$ cat src/rtl/uart_cmd_parser.sv
// Assembles AA/CMD/DATA/CHK frames from the UART receiver and applies LED, threshold and report-enable commands.
// Results and the ACK/NAK strobe appear one edge after the CHK byte; there is no backpressure, since bytes arrive far apart.
module uart_cmd_parser #(
   parameter int unsigned TIMEOUT_CYC = 500_000,
   parameter logic [7:0]  TH_RST      = 8'd30
) (
   input  logic       clk,
   input  logic       rst,
   input  logic [7:0] din,
   input  logic       din_vld,
   output logic [3:0] led,
   output logic [7:0] th_alarm,
   output logic       rpt_en,
   output logic [7:0] ack_dout,
   output logic       ack_vld,
   output logic [7:0] err_cnt
);

   localparam int TW = $clog2(TIMEOUT_CYC + 1);
   localparam logic [TW-1:0] TO_LAST = TW'(TIMEOUT_CYC - 1);

   localparam logic [7:0] HDR = 8'hAA;
   localparam logic [7:0] ACK = 8'h06;
   localparam logic [7:0] NAK = 8'h15;

   typedef enum logic [1:0] {IDLE, S_CMD, S_DATA, S_CHK} state_t;

   state_t        state;
   logic [7:0]    cmd;
   logic [7:0]    data;
   logic [TW-1:0] to_cnt;

   function automatic logic [7:0] sat_inc(input logic [7:0] v);
      return (v == 8'hFF) ? v : v + 8'd1;
   endfunction

   always_ff @(posedge clk) begin
      if (rst) begin
         state    <= IDLE;
         cmd      <= 8'h00;
         data     <= 8'h00;
         to_cnt   <= '0;
         led      <= 4'h0;
         th_alarm <= TH_RST;
         rpt_en   <= 1'b1;
         ack_dout <= 8'h00;
         ack_vld  <= 1'b0;
         err_cnt  <= 8'h00;
      end else begin
         ack_vld <= 1'b0;
         // An arriving byte always takes priority over an expiring timeout.
         if (din_vld) begin
            to_cnt <= '0;
            case (state)
               IDLE: begin
                  if (din == HDR) state <= S_CMD;
               end
               S_CMD: begin
                  cmd   <= din;
                  state <= S_DATA;
               end
               S_DATA: begin
                  data  <= din;
                  state <= S_CHK;
               end
               S_CHK: begin
                  state   <= IDLE;
                  ack_vld <= 1'b1;
                  if (din != (cmd ^ data)) begin
                     ack_dout <= NAK;
                     err_cnt  <= sat_inc(err_cnt);
                  end else begin
                     case (cmd)
                        8'h01: begin
                           led      <= data[3:0];
                           ack_dout <= ACK;
                        end
                        8'h02: begin
                           th_alarm <= data;
                           ack_dout <= ACK;
                        end
                        8'h03: begin
                           rpt_en   <= data[0];
                           ack_dout <= ACK;
                        end
                        default: begin
                           ack_dout <= NAK;
                           err_cnt  <= sat_inc(err_cnt);
                        end
                     endcase
                  end
               end
               default: state <= IDLE;
            endcase
         end else if (state != IDLE) begin
            if (to_cnt == TO_LAST) begin
               state   <= IDLE;
               to_cnt  <= '0;
               err_cnt <= sat_inc(err_cnt);
            end else begin
               to_cnt <= to_cnt + TW'(1);
            end
         end else begin
            to_cnt <= '0;
         end
      end
   end

endmodule

$ cat config.mk
export PLATFORM = sky130hd
export DESIGN_NAME = uart_cmd_parser
export DESIGN_NICKNAME = d
export VERILOG_FILES = /design/src/rtl/uart_cmd_parser.sv
export SDC_FILE = /design/constraint.sdc
export NUM_CORES = 1
export LEC_CHECK = 0
export BUFFER_PORTS_ARGS = -buffer_cell sky130_fd_sc_hd__buf_2
export CAP_MARGIN = 20
export CORE_MARGIN = 2
export CORE_UTILIZATION = 31
export CTS_CLUSTER_SIZE = 8
export DETAILED_ROUTE_END_ITERATION = 10
export GPL_ROUTABILITY_DRIVEN = 0
export HOLD_SLACK_MARGIN = 0.02
export PLACE_DENSITY_LB_ADDON = 0.15
export SLEW_MARGIN = 10
export SYNTH_ARGS = -nofsm -noshare
export SYNTH_HDL_FRONTEND = slang
export SYNTH_SLANG_ARGS = --single-unit
$ cat constraint.sdc
create_clock -name clk -period 6.4 [get_ports clk]
set_input_delay 0.64 -clock clk [delete_from_list [all_inputs] [get_ports clk]]
set_output_delay 0.64 -clock clk [all_outputs]
set_load 0.02 [all_outputs]
==> run metrics, run 1 <==
Least-Margin Pin Slew=905 ps; most frequent cell after synthesis=dfxtp_1; most instantiated cells after synthesis=dfxtp_1, nor2_1, nand2_1; Fmax=421 MHz; Setup crit start kind=flop; Worst Path Required=6670 ps; largest net degree at the start of global routing=50; Worst-Skew Late Latency=340 ps; starting density of the core=0.320; Row Count=35; Max-Cap Viols=0; Setup Fix Bufs, Post-CTS=0; Post-Syn Area=2970 um2; vias in the first global route=2,295; Resize count post-CTS=0; post-placement cell count=487; Port Buffers=36; Num CTS Buffers=9; Area growth, synth to finish=17.9%; NumNets Final=387; PD cells=251 nW/um2; Max H-tree Level=3; Die Wd=102 um; CTS Buffer Depth=2; global-route usage over all layers=0.137; full die area=10,400 um2; syn_area_per_cell=8.78 um2; Area contributors post-synth=dfxtp_1, a21oi_1, nor2_1; post-synthesis sequential area ratio=0.418; HP Class=flop to flop; drt first pass iters=4; clk root buf=clkbuf_8; crit-path cells=nor4_1, nand4_1, or4_1, nor3_4, mux2i_1; worst-path maximum fanout=10; maximum vdd drop=115 uV; Crit path arrival time=2650 ps; # diodes=0; CP Class=flop to flop; Post-Route WL=6790 um; Yosys warning count=0; Total Neg Setup Slack=0 ps; io pins=41; CTS sink cnt=62; Post-synth EDFFs=0; post-synthesis cell count=338; GRT Residual Overflow=0; DRC violations left=0; total power=0.877 mW; Via-to-Cell Ratio=4.84; max-slew violation count=0; DP HPWL=4800 um; Die Height=102 um; first-pass GRT wire length=11,100 um; Hold Fails Final Rpt=0; asr flop ratio synth=0; result of the run=finished, final reports clean; DR WL/cell=13.5 um; Antenna Violating Nets Remaining=0; CP bufs+invs=0; TritonCTS clock tree=done; Largest stage delay, worst path=770 ps; initial antenna violation count=0; min Tclk post-route=2380 ps; DRT iter0 DRCs=120; clock-pin transition on the worst setup and hold timing paths=80 ps; top_reg_cell synth=dfxtp_1; Worst Hold Slack=453 ps; Synth top area share=0.418; CP delay by family, top=simple AND/OR/NAND/NOR gates; Hold Buf Count CTS=0; FF+latch count, synth=62; clock skew=9.50 ps; core area=9280 um2; capturing element type of the critical path=flop; vias=2,436; RSZ-0062 raised after global routing=false; CP max-delay cell=or4_1; max_slew headroom=0.391; leading area contributor after synthesis=dfxtp_1; Finished Layout Cells=503; endpoints failing setup=0; layout cells sized above 1=0.171; LEAKAGE=1.29 nW; Final period util=0.371; Distinct cells, synth=42
==> state kept, by name, indices dropped and copies added (netlist names) <==
signal,count
ack_dout,3
data,8
state,2
to_cnt,19
cmd,8
led,4
ack_vld,1
err_cnt,8
th_alarm,8
rpt_en,1
==> cells by family (layout without fill, tap and decap cells) <==
kind of cell,count (synthesis),count (layout),synth area share
other,1,4,0.00126
DFF,62,62,0.418
and+or+nand+nor,152,152,0.268
AOI/OAI and AO/OA,53,53,0.108
buffers and inverters,29,62,0.0460
muxes,9,9,0.0321
adders and majority gates,7,7,0.0295
xor gates and xnor gates,25,25,0.0974
==> worst min-delay path, cell delays in order, from the launching register on <==
cell     delay [ps]
dfxtp_1         310
nand2_1          50
a21oi_1          50
==> final cells by class <==
class                           count  area [um2]
Tap cell                          129         161
Timing Repair Buffer               38         195
Multi-Input combinational cell    250        1600
Sequential cell                    62        1240
Inverter                            8        30.0
Clock buffer                        9         124
Clock inverter                      7         146
Fill cell                         988        5790
==> metal layers <==
layer | GRT usage | vias to the layer above | routed length, um
li1 | - | 1255 | -
met1 | 0.191 | 1122 | 3580
met2 | 0.203 | 47 | 2850
met3 | 0.0246 | 12 | 230
met4 | 0.0697 | 0 | 126
met5 | 0 | - | 0
==> final timing paths <==
path,startpoint,to,slack (ps),depth (start not counted)
worst min register to register,ack_dout[1],ack_dout[1],450,2
worst max-delay path,cmd[4],th_alarm[1],4020,5
worst max register to register,cmd[4],th_alarm[1],4020,5
worst min-delay path,ack_dout[1],ack_dout[1],450,2
==> cells in the final DEF, fill, tap and decap left out, types with 4 or more instances in the layout <==
cell type and instances:
o21ai_0 5, inv_1 8, nand3_1 25, nor2_1 38, dfxtp_1 62, ha_1 7
nand4_1 18, or4_1 4, mux2_2 4, o31ai_1 11, a21oi_1 30, xnor3_1 4
bufinv_16 4, xnor2_1 8, clkbuf_8 9, and3_1 5, conb_1 4, xor2_1 12
nor2b_1 5, buf_2 36, nor4_1 5, mux2i_1 5, nand2_1 33
==> stage by stage <==
step | util | area (um2) | worst slack [ps]
final | 0.377 | 3500 | 4020
after global routing | 0.377 | 3500 | 3870
after CTS | 0.377 | 3500 | 4060
after detailed placement | 0.348 | 3230 | 3710
after global placement | 0.348 | 3230 | 3810
after floorplan | - | 2980 | 4180
==> report_power, final <==
group | switching, mW | total [mW] | internal (mW)
sequential | 0.0000876 | 0.386 | 0.386
combinational | 0.0175 | 0.0259 | 0.00841
clock | 0.165 | 0.465 | 0.300
Note: power is estimated with default switching activity, not from simulation.
==> inputs of run 2 (changes only) <==
--- a/config.mk
+++ b/config.mk
@@ -5,6 +5,7 @@
 export SDC_FILE = /design/constraint.sdc
 export NUM_CORES = 1
 export LEC_CHECK = 0
+export ABC_AREA = 1
 export BUFFER_PORTS_ARGS = -buffer_cell sky130_fd_sc_hd__buf_2
 export CAP_MARGIN = 20
 export CORE_MARGIN = 2
==> constraint.sdc (replaced) <==
create_clock -name clk -period 2.1 [get_ports clk]
set_input_delay 0.21 -clock clk [delete_from_list [all_inputs] [get_ports clk]]
set_output_delay 0.21 -clock clk [all_outputs]
set_load 0.02 [all_outputs]
==> run metrics, run 2 <==
NumNets Final=497; GRT Residual Overflow=0; clk root buf=clkbuf_8; Post-Syn Area=3140 um2; Crit path arrival time=1960 ps; first-pass GRT wire length=12,000 um; DP HPWL=5090 um; Antenna Violating Nets Remaining=0; core area=9820 um2; worst-path maximum fanout=9; Storage cell area=1240 um2; Row Count=36; max-slew violation count=0; Total Neg Setup Slack=0 ps; HP Class=input pin to flop; full die area=11,000 um2; asr flop ratio synth=0; max_slew headroom=0.635; Worst Path Required=2380 ps; Max H-tree Level=3; pre-CTS setup slack=437 ps; largest register by flop count=to_cnt; CTS sink cnt=62; RSZ-0062 raised after global routing=false; Area growth, synth to finish=16.2%; most frequent cells in the layout=nand2_1, dfxtp_1, inv_1; Die Height=105 um; Area contributors post-synth=dfxtp_1, nand2_1, nand3_1; min Tclk post-route=1680 ps; CP bufs+invs=2; largest net degree at the start of global routing=30; total power=2.45 mW; layout cells sized above 1=0.167; Post-synth EDFFs=0; starting density of the core=0.320; vias=2,768; Post-Route WL=7030 um; TritonCTS clock tree=done; Largest stage delay, worst path=400 ps; vias in the first global route=2,533; DRT iter0 DRCs=123; Resize count post-CTS=0; most frequent cell after synthesis=nand2_1; Fmax=597 MHz; max FFs per register=19; crit-path cells=inv_1, ha_1, o21ai_0, o21ai_1, a21oi_4, nand2_4, inv_2, nor2_1, nor2_1; Hold Fails Final Rpt=0; CP delay by family, top=compound AO/OA/AOI/OAI gates; capturing element type of the critical path=flop; endpoints failing setup=0; leading area contributor after synthesis=dfxtp_1; most instantiated cells after synthesis=nand2_1, dfxtp_1, inv_1; Least-Margin Pin Slew=546 ps; Final period util=0.798; drt first pass iters=4; Via-to-Cell Ratio=4.49; clock skew=7.97 ps; io pins=41; final worst slack=424 ps; maximum vdd drop=391 uV; CTS Buffer Depth=2; global-route usage over all layers=0.137; FF+latch count, synth=62; # fillers=1,075; Max-Cap Viols=0; Setup crit start kind=flop; post-synthesis sequential area ratio=0.395; Finished Layout Cells=617; DRC violations left=0; Hold Buf Count CTS=0; Yosys warning count=0; PD cells=670 nW/um2; clock-pin transition on the worst setup and hold timing paths=70 ps; post-placement cell count=601; Worst Hold Slack=182 ps; LEAKAGE=1.57 nW; Synth top area share=0.395; commonest non-fill, non-tap cell in the layout=nand2_1; Worst-Skew Late Latency=350 ps; initial antenna violation count=0; Die Wd=105 um; Distinct cells, synth=36; Num CTS Buffers=9; Setup Fix Bufs, Post-CTS=0; top_reg_cell synth=dfxtp_1; multi-input combinational cell area=1620 um2; result of the run=finished, final reports clean; syn_area_per_cell=7.13 um2; CP Class=flop to flop; Port Buffers=36; cell mode on critical path=nor2_1; post-synthesis cell count=441; DR WL/cell=11.4 um; # diodes=0; CP max-delay cell=dfxtp_1
## run 2: changes by cell type after synthesis, moves of 9 or more
cell      change
nand2_1      +68
nand3_1      +18
nand4_1      -12
clkbuf_1      -9
o21ai_0      +16
inv_1        +43
o31ai_1      -11
nor2_1        +9
## run 2: layout make-up
| cell class | count | share of cell area |
|---|---|---|
| Timing Repair Buffer | 38 | 0.0535 |
| Multi-Input combinational cell | 312 | 0.442 |
| Clock inverter | 6 | 0.0233 |
| Clock buffer | 10 | 0.0377 |
| Sequential cell | 62 | 0.340 |
| Tap cell | 133 | 0.0456 |
| Inverter | 56 | 0.0576 |
## run 2: where the power goes
group / internal, mW / switching (mW) / leakage [nW]
combinational: 0.0251 / 0.0596 / 0.962
sequential: 1.18 / 0.000342 / 0.499
clock: 0.696 / 0.489 / 0.108
total: 1.90 / 0.549 / 1.57
## run 2: worst reg2reg max path, delay by kind of cell, from the launching register on
kind / cells / cell delay [ps]
AO/OA/AOI/OAI: 3 / 540
flip-flops: 1 / 400
AND/OR/NAND/NOR: 3 / 260
adder cells (fa/ha/maj): 1 / 240
buffers and inverters: 2 / 180
## run 2: metrics by stage
step	utilization	area, um2
final	0.372	3650
after global routing	0.372	3650
after CTS	0.372	3650
after detailed placement	0.349	3430
after global placement	0.349	3430
after floorplan	-	3150
## run 2: metal layers
layer / vias up / global-route usage / part of all wire
met2: 40 / 0.210 / 0.44
met3: 11 / 0.0250 / 0.032
met1: 1239 / 0.184 / 0.51
met4: 0 / 0.0705 / 0.022
met5: - / 0 / 0
li1: 1478 / - / -
## run 2: kinds of logic (layout without fill, tap and decap cells)
group	Yosys count	after routing	synth area share
XOR/XNOR	13	13	0.0362
flip-flops	62	62	0.395
AO/OA/AOI/OAI	59	59	0.0999
buffers and inverters	70	110	0.0947
other	1	4	0.00119
adder cells (fa/ha/maj)	7	7	0.0279
AND/OR/NAND/NOR	229	229	0.345
## run 2: final timing paths
kind	from	to	slack [ps]	depth (start not counted)
min	din[3]	data[3]	180	3
min reg2reg	to_cnt[0]	to_cnt[0]	450	1
max reg2reg	state[0]	err_cnt[1]	420	9
max	state[0]	err_cnt[1]	420	9
==> inputs of run 3 (changes only) <==
--- a/config.mk
+++ b/config.mk
@@ -5,7 +5,7 @@
 export SDC_FILE = /design/constraint.sdc
 export NUM_CORES = 1
 export LEC_CHECK = 0
-export ABC_AREA = 1
+export ABC_AREA = 0
 export BUFFER_PORTS_ARGS = -buffer_cell sky130_fd_sc_hd__buf_2
 export CAP_MARGIN = 20
 export CORE_MARGIN = 2
==> constraint.sdc (replaced) <==
create_clock -name clk -period 1.4 [get_ports clk]
set_input_delay 0.14 -clock clk [delete_from_list [all_inputs] [get_ports clk]]
set_output_delay 0.14 -clock clk [all_outputs]
set_load 0.02 [all_outputs]
==> run metrics, run 3 (same netlist as run 1, synthesis figures left out) <==
Row Count=35; final worst slack=-606 ps; min Tclk post-route=2010 ps; worst-path maximum fanout=9; layout cells sized above 1=0.428; CTS sink cnt=62; Worst Hold Slack=181 ps; vias in the first global route=2,783; Hold Fails Final Rpt=0; CP Class=flop to flop; Die Wd=102 um; RR Endpoint=err_cnt[1]; largest net degree at the start of global routing=28; NumNets Final=478; DRT iter0 DRCs=88; clock skew=8.55 ps; DP HPWL=5680 um; full die area=10,400 um2; Via-to-Cell Ratio=4.79; Antenna Violating Nets Remaining=0; Worst Path Required=1660 ps; placed inst area=3890 um2; Worst-Skew Late Latency=340 ps; DR WL/cell=13.6 um; initial antenna violation count=0; commonest non-fill, non-tap cell in the layout=buf_4; starting density of the core=0.320; Hold Buf Count CTS=0; result of the run=finished, violations left; max FFs per register=19; Register-to-Register Path Depth=8; global-route usage over all layers=0.162; # diodes=0; vias=2,843; PD cells=760 nW/um2; most frequent cells in the layout=buf_4, dfxtp_1, nor2_1; DRC violations left=0; Setup crit start kind=flop; Area growth, synth to finish=48.8%; core area=9280 um2; Final period util=1.43; first-pass GRT wire length=13,100 um; maximum vdd drop=367 uV; Hold Path Origin=rst; Crit path arrival time=2260 ps; TritonCTS clock tree=done; Hold Crit Endpoint=err_cnt[0]; clk root buf=clkbuf_8; max-slew violation count=0; R2R Setup Slk=-610 ps; GRT Residual Overflow=0; largest register by flop count=to_cnt; RSZ-0062 raised after global routing=true; CTS Buffer Depth=2; Die Height=102 um; Post-Route WL=8060 um; reg2reg start=data[0]; capturing element type of the critical path=flop; io pins=41; endpoints failing setup=42; clock-pin transition on the worst setup and hold timing paths=70 ps; Post-Route Utilization=0.475; Port Buffers=36; fin area=4410 um2; drt first pass iters=6; Max-Cap Viols=0; Hold Crit Depth=3; Num CTS Buffers=9; Fmax=498 MHz; Max H-tree Level=3; HP Class=input pin to flop; failing checks=negative setup slack; LEAKAGE=1.76 nW
## run 3: cell count changes in the layout (fill, tap and decap cells not counted), sizes merged, moves of 18 or more
cell   change
nand2     -74
nand3     -23
buf       +89
inv       -48
o21ai     -18
## run 3: layout make-up
cell class / instances / area, um2
clock inverters: 4 / 22.5
repair buffers: 128 / 927
fillers: 948 / 4870
multi-input cells: 251 / 1870
well taps: 129 / 161
inverters: 8 / 30.0
clock buffers: 12 / 145
flip-flops and latches: 62 / 1260
## run 3: routing by layer
layer  vias to the layer above  part of all wire  routed length [um]  track usage
li1                       1437                 -                   -            -
met1                      1363              0.48                3900        0.213
met2                        34              0.48                3860        0.269
met3                         9             0.023                 184       0.0267
met4                         0             0.014                 110       0.0626
met5                         -                 0                   0            0
## run 3: worst max path at each step
stage                     cells after the start    start  slack [ps]          end
after floorplan                               5  data[0]        -570  th_alarm[1]
after global placement                        6   cmd[4]        -570       led[3]
after detailed placement                      6   cmd[4]        -600       led[2]
after CTS                                     8  data[0]        -600   err_cnt[1]
after global routing                          8  data[0]        -670   err_cnt[1]
final                                         8  data[0]        -610   err_cnt[1]
## run 3: critical path, cell delays in order, from the launching register on
cell and delay [ps]:
dfxtp_2 330, xor3_1 430, buf_4 160, nand4bb_4 230, nor4_4 240, buf_12 170
nor3b_2 50, buf_4 130, mux2i_2 180
## run 3: stage by stage
step / power, mW / std cells / worst slack, ps / setup TNS (ps)
final: 3.35 / 594 / -606 / -14740
after global placement: 1.97 / 567 / -568 / -14100
after global routing: 3.48 / 594 / -669 / -18520
after floorplan: 1.89 / 341 / -571 / -11970
after detailed placement: 1.97 / 567 / -603 / -14800
after CTS: 3.39 / 590 / -605 / -15430
## run 3: what timing repair did
action,4_1_cts,5_1_grt
cloned,1,1
endpoints found under the setup margin,42,57
setup buffers,6,3
endpoints found under the hold margin,0,0
resized for setup,21,29
pin swaps,19,14
## run 3: report_power, final
part	total, mW	internal (mW)	switching [mW]
Clock	1.40	0.683	0.715
Combinational	0.192	0.0892	0.103
Sequential	1.76	1.76	0.000263
Total	3.35	2.53	0.818
